### src/rtl/amp_supervisor_if.sv
// amp_supervisor_if: fault inputs and status outputs shared by the amplifier supervisor and its driver
interface amp_supervisor_if #(parameter int NUM_AMP = 2);
  logic [NUM_AMP-1:0] Flt_n;
  logic               clr_latch;
  logic [NUM_AMP-1:0] sht_dwn;
  logic [NUM_AMP-1:0] amp_rdy;
  logic [NUM_AMP-1:0] latched;
  logic [NUM_AMP-1:0] fault_evt;
  modport master (output Flt_n, clr_latch, input sht_dwn, amp_rdy, latched, fault_evt);
  modport slave (input Flt_n, clr_latch, output sht_dwn, amp_rdy, latched, fault_evt);
endinterface

### src/rtl/amp_supervisor.sv
// amp_supervisor: per-channel amplifier power-up hold, fault filtering, retry counting and latch-off
module amp_supervisor #(
  parameter int NUM_AMP     = 2,
  parameter int HOLD_CYCLES = 250000,
  parameter int FLT_FILT    = 4,
  parameter int MAX_RETRY   = 3
) (
  input  logic            clk,
  input  logic            rst_n,
  amp_supervisor_if.slave bus
);
  localparam int HW = $clog2(HOLD_CYCLES + 1);
  localparam int RW = $clog2(MAX_RETRY + 1);
  localparam int FW = $clog2(FLT_FILT + 1);
  localparam logic [HW-1:0] HOLD_LAST = HW'(HOLD_CYCLES - 1);
  localparam logic [FW-1:0] FLT_LAST  = FW'(FLT_FILT - 1);
  localparam logic [FW-1:0] FLT_MAX   = FW'(FLT_FILT);
  localparam logic [RW-1:0] RETRY_MAX = RW'(MAX_RETRY);
  typedef enum logic [1:0] {HOLD, RUN, LATCH} state_t;
  state_t             state     [NUM_AMP];
  state_t             state_nxt [NUM_AMP];
  logic [HW-1:0]      hold_cnt  [NUM_AMP];
  logic [HW-1:0]      hold_nxt  [NUM_AMP];
  logic [RW-1:0]      retry     [NUM_AMP];
  logic [RW-1:0]      retry_nxt [NUM_AMP];
  logic [FW-1:0]      flt_cnt   [NUM_AMP];
  logic [NUM_AMP-1:0] s1, s2, q, evt_nxt;
  // A fault qualifies only on the sample that completes the run of lows, so a held-low input fires once
  always_comb begin
    q       = '0;
    evt_nxt = '0;
    for (int i = 0; i < NUM_AMP; i++) begin
      q[i]         = !s2[i] && (flt_cnt[i] == FLT_LAST);
      state_nxt[i] = state[i];
      hold_nxt[i]  = hold_cnt[i];
      retry_nxt[i] = retry[i];
      case (state[i])
        HOLD: begin
          hold_nxt[i]  = (q[i] || hold_cnt[i] == HOLD_LAST) ? '0 : hold_cnt[i] + 1'b1;
          state_nxt[i] = (!q[i] && hold_cnt[i] == HOLD_LAST) ? RUN : HOLD;
        end
        RUN: if (q[i]) begin
          retry_nxt[i] = (retry[i] == RETRY_MAX) ? retry[i] : retry[i] + 1'b1;
          evt_nxt[i]   = 1'b1;
          hold_nxt[i]  = '0;
          state_nxt[i] = (retry_nxt[i] == RETRY_MAX) ? LATCH : HOLD;
        end
        LATCH: if (bus.clr_latch) begin
          retry_nxt[i] = '0;
          hold_nxt[i]  = '0;
          state_nxt[i] = HOLD;
        end
        default: state_nxt[i] = HOLD;
      endcase
    end
  end
  always_ff @(posedge clk or negedge rst_n) begin
    if (!rst_n) begin
      s1            <= '1;
      s2            <= '1;
      bus.sht_dwn   <= '1;
      bus.amp_rdy   <= '0;
      bus.latched   <= '0;
      bus.fault_evt <= '0;
      for (int i = 0; i < NUM_AMP; i++) begin
        state[i]    <= HOLD;
        hold_cnt[i] <= '0;
        retry[i]    <= '0;
        flt_cnt[i]  <= '0;
      end
    end else begin
      s1            <= bus.Flt_n;
      s2            <= s1;
      bus.fault_evt <= evt_nxt;
      for (int i = 0; i < NUM_AMP; i++) begin
        flt_cnt[i]     <= s2[i] ? '0 : (flt_cnt[i] == FLT_MAX) ? flt_cnt[i] : flt_cnt[i] + 1'b1;
        state[i]       <= state_nxt[i];
        hold_cnt[i]    <= hold_nxt[i];
        retry[i]       <= retry_nxt[i];
        bus.sht_dwn[i] <= state_nxt[i] != RUN;
        bus.amp_rdy[i] <= state_nxt[i] == RUN;
        bus.latched[i] <= state_nxt[i] == LATCH;
      end
    end
  end
endmodule
### src/flat_wrapper.sv
// flat-port wrapper written by rule: the top's interface ports become plain ports
module amp_supervisor_flat 
#(
  parameter int NUM_AMP     = 2,
  parameter int HOLD_CYCLES = 250000,
  parameter int FLT_FILT    = 4,
  parameter int MAX_RETRY   = 3
)
  (clk, rst_n, bus_Flt_n, bus_clr_latch, bus_sht_dwn, bus_amp_rdy, bus_latched, bus_fault_evt);
  amp_supervisor_if #(.NUM_AMP(NUM_AMP)) bus_i ();
  input  logic clk;
  input  logic rst_n;
  input wire logic [$bits(bus_i.Flt_n)-1:0] bus_Flt_n;
  input wire logic [$bits(bus_i.clr_latch)-1:0] bus_clr_latch;
  output wire logic [$bits(bus_i.sht_dwn)-1:0] bus_sht_dwn;
  output wire logic [$bits(bus_i.amp_rdy)-1:0] bus_amp_rdy;
  output wire logic [$bits(bus_i.latched)-1:0] bus_latched;
  output wire logic [$bits(bus_i.fault_evt)-1:0] bus_fault_evt;
  assign bus_i.Flt_n = bus_Flt_n;
  assign bus_i.clr_latch = bus_clr_latch;
  assign bus_sht_dwn = bus_i.sht_dwn;
  assign bus_amp_rdy = bus_i.amp_rdy;
  assign bus_latched = bus_i.latched;
  assign bus_fault_evt = bus_i.fault_evt;
  amp_supervisor #(.NUM_AMP(NUM_AMP), .HOLD_CYCLES(HOLD_CYCLES), .FLT_FILT(FLT_FILT), .MAX_RETRY(MAX_RETRY)) u_core (.clk(clk), .rst_n(rst_n), .bus(bus_i));
endmodule
### config.mk
export PLATFORM = sky130hd
export DESIGN_NAME = amp_supervisor_flat
export DESIGN_NICKNAME = d
export VERILOG_FILES = /design/src/rtl/amp_supervisor_if.sv /design/src/rtl/amp_supervisor.sv /design/src/flat_wrapper.sv
export SDC_FILE = /design/constraint.sdc
export NUM_CORES = 1
export LEC_CHECK = 0
export ABC_AREA = 1
export CORE_MARGIN = 4
export CORE_UTILIZATION = 40
export DETAILED_ROUTE_END_ITERATION = 7
export PLACE_DENSITY = 0.59
export SLEW_MARGIN = 10
export SYNTH_ARGS = -nofsm -noshare
export SYNTH_HDL_FRONTEND = slang
export SYNTH_SLANG_ARGS = --single-unit
### constraint.sdc
create_clock -name clk -period 2.2 [get_ports clk]
set_input_delay 0.33 -clock clk [delete_from_list [all_inputs] [get_ports clk]]
set_output_delay 0.33 -clock clk [all_outputs]
set_load 0.01 [all_outputs]
==> impl_metrics.py <==
metrics = {
    "setup_path": {
        "worstSetupStartpoint": "u_core.flt_cnt[3]",
        "r2r_worst_path_depth": 9,
        "ff2ff_setup_slack_ns": 0.28,
        "cp.arrival_ns": 2.15,
        "critPathLaunchType": "register",
        "worst-setup-path-type": "register to register",
        "worst_r2r_startpoint": "u_core.flt_cnt[3]",
        "timing.critical_path.fanout_max": 16,
        "endpoint_kind": "register",
        "critical_path.reg2reg.endpoint": "u_core.hold_cnt[21]",
        "required_time_of_the_critical_path_ns": 2.44,
    },
    "placement": {
        "detailed_placer_s_ending_hpwl_mm": 5.23,
        "io_buffers": 12,
        "globalplace.congestion": 0.908,
        "post-place-ws_ns": 0.216,
    },
    "route": {
        "vias": 2805,
        "route.detailed.wl_per_inst_um": 11.8,
        "antenna_left": 0,
        "drt_total_wl_mm": 6.97,
        "drt_first_pass_iters": 4,
        "remaining_drc_errors": 0,
        "dr.first_iter.drc_count": 111,
        "via_per_inst": 4.75,
    },
    "pwr": {
        "net-switching-power_uw": 1210,
        "power_per_cell_area_nw_per_um2": 866,
        "seqPwrFrac": 0.478,
        "worst_ir_drop_vdd_mv": 0.400,
        "pwr-share-comb": 0.230,
        "swShare": 0.353,
        "p_leak_uw": 0.00197,
        "power.clock.fraction": 0.293,
        "cell_internal_pwr_uw": 2220,
    },
    "clock_network": {
        "clk-insertion-delay-late_ns": 0.34,
        "cts-htree-levels": 3,
        "tritoncts": "yes",
        "clk_pin_slew_worst_paths_ns": 0.07,
        "clockRootBuffer": "clkbuf_8",
        "cts-resized-gates": 0,
        "clkSinkCount": 62,
        "clk_path_buf_depth": 2,
        "tritoncts.num_buffers": 9,
    },
    "yosys": {
        "synth_seq_area_share": 0.444,
        "yosys_warnings": 0,
        "syn-mean-instance-area_um2": 7.70,
        "area_share_of_the_largest_cell_type_after_synthesis": 0.399,
        "yosys.cell_types.count": 33,
        "ys_seq_elements": 62,
        "post_synth_inst_count": 456,
        "synth_top_area_cell": "dfrtp_1",
        "top_post_synthesis_cells_by_area": "dfrtp_1, nand2_1, nor2_1",
        "synth_nets": 477,
        "syn-cell-area_um2": 3510,
    },
    "grt": {
        "grt.overflow.total": 0,
        "grt_antenna_before_repair": 0,
        "grt_max_degree": 26,
        "wire_length_of_the_first_global_routing_pass_mm": 12.5,
        "first_global_vias": 2725,
        "global_route.usage.total": 0.152,
    },
    "min_path": {
        "hold-path-cell-count": 0,
        "worst_hold_path.endpoint": "u_core.s2[1]",
        "min-delay-start": "u_core.s1[1]",
        "timing.hold.worst.class": "register to register",
    },
    "die": {
        "die_height_um": 102,
        "rows": 33,
        "starting_density_of_the_core": 0.419,
        "floorplan.io_pins": 13,
        "coreArea_um2": 8380,
        "die_area_um2": 10300,
        "die_width_um": 102,
    },
    "sta": {
        "finalHoldViolCount": 0,
        "setup_viol": 0,
        "maxClockFrequency_mhz": 522,
        "tightestPinTransition_ns": 0.473,
        "period_utilisation_layout": 0.871,
        "setup_repair_after_global_routing_missed_its_margin": "no",
        "timing_max_transition_violations_final": 0,
        "final_sum_of_negative_setup_slack_ns": 0,
        "max_slew_margin": 0.685,
        "layout_setup_ws_ns": 0.283,
        "worst_clock_skew_ns": 0.00579,
        "min_tclk_post_route_ns": 1.92,
    },
    "finish": {
        "area_growth_pct": 13.0,
        "insertedDiodeCount": 0,
        "fillerInstances": 787,
        "drive_above_1_share": 0.142,
        "net_count_of_the_finished_layout": 502,
    },
    "run_status": {
        "run_status": "finished, final reports clean",
    },
    "flow_run": {
        "max_cap_viol_count": 0,
    },
}
-- what timing repair did --
item                                   in CTS  in global routing
endpoints found under the hold margin      18                  0
setup buffers                               0                  0
hold buffers                                1                  0
-- sequential cells by signal, summed over array words and instances (netlist names) --
name                  cells
u_core.state              4
u_core.hold_cnt          36
u_core.bus.amp_rdy        2
u_core.s1                 2
u_core.s2                 2
u_core.bus.latched        2
u_core.bus.fault_evt      2
u_core.retry              4
u_core.flt_cnt            6
u_core.bus.sht_dwn        2
-- cell usage after synthesis --
library cell / n
nor2_1: 74
a21o_1: 1
o21ai_1: 8
xor2_1: 7
o31ai_1: 2
dfstp_2: 6
nor3_1: 3
nand3_2: 3
nand3b_4: 1
a21oi_1: 10
ha_1: 16
dfrtp_1: 56
buf_4: 2
nor2_2: 19
and3_1: 1
nand3_1: 31
nor2_4: 1
a21oi_4: 1
buf_6: 2
o21bai_1: 2
xnor2_1: 3
o22ai_1: 1
inv_2: 12
nand4_1: 13
nand3b_1: 4
nand2_1: 111
a21boi_1: 1
nand2_2: 3
inv_1: 55
buf_2: 1
o21ai_0: 4
a21boi_0: 1
clkinv_1: 1
-- power by group through the flow --
| stage | Clock, µW | Combinational [µW] | Sequential (µW) |
|---|---|---|---|
| final | 1010 | 788 | 1640 |
| after detailed placement | 0 | 796 | 1650 |
| after floorplan | 0 | 634 | 1590 |
| after global placement | 0 | 771 | 1660 |
| after global routing | 1100 | 935 | 1680 |
| after CTS | 1050 | 799 | 1640 |
-- stage by stage --
step           instances  area [µm²]  total power (µW)   util  hold WS (ns)
5_1_grt              591        3970              3710  0.473         0.358
6_report             591        3970              3440  0.473         0.353
3_5_place_dp         574        3760              2450  0.449         0.321
2_1_floorplan        456        3510              2220      -        0.0344
3_3_place_gp         574        3760              2430  0.449         0.317
4_1_cts              591        3970              3490  0.473         0.358
-- cell families (layout without fill, tap and decap cells) --
kind of cell / after synthesis / in the layout / share of synthesized area
flip-flops: 62 / 62 / 0.444
adder cells (fa/ha/maj): 16 / 16 / 0.0570
buffers and inverters: 73 / 103 / 0.0848
AND/OR/NAND/NOR: 264 / 264 / 0.336
XOR/XNOR: 10 / 10 / 0.0249
AO/OA/AOI/OAI: 31 / 31 / 0.0527
-- per-layer routing --
layer  track usage  wire, µm  vias to the layer above
met5             0         0                        -
met4        0.0532       101                        0
met3        0.0427       257                       10
met2         0.237      3140                       39
met1         0.201      3470                     1283
li1              -         -                     1473
-- worst max path at each step --
stage | end
finish | u_core.hold_cnt[21]
global route | u_core.hold_cnt[21]
CTS | u_core.hold_cnt[21]
detailed placement | u_core.hold_cnt[21]
global placement | u_core.hold_cnt[29]
floorplan | u_core.hold_cnt[35]
-- critical path, stage by stage (launching register included) --
cell and delay [ns]:
dfrtp_1 0.39, ha_1 0.17, ha_1 0.18, nand2_2 0.08
nand2_2 0.08, nand3_2 0.26, inv_2 0.33, nand2_1 0.10
xor2_1 0.15, nor2_1 0.06
-- cell type report --
class,count,area [µm²],area share
multi-input combinational,321,1650,0.417
sequential,62,1560,0.393
inverter,68,255,0.0643
timing repair buffer,19,170,0.0429
tap,105,131,0.0331
clock buffer,9,124,0.0312
clock inverter,7,73.8,0.0186
-- cell usage in the layout, fill, tap and decap left out, drive strengths merged, types with 9 or more instances in the layout --
cell / count
nand3: 34
dfrtp: 56
clkdlybuf4s50: 11
ha: 16
clkbuf: 9
nor2: 94
inv: 68
nand2: 114
a21oi: 11
o21ai: 12
nand4: 13
Power figures use the tool's default switching activity.
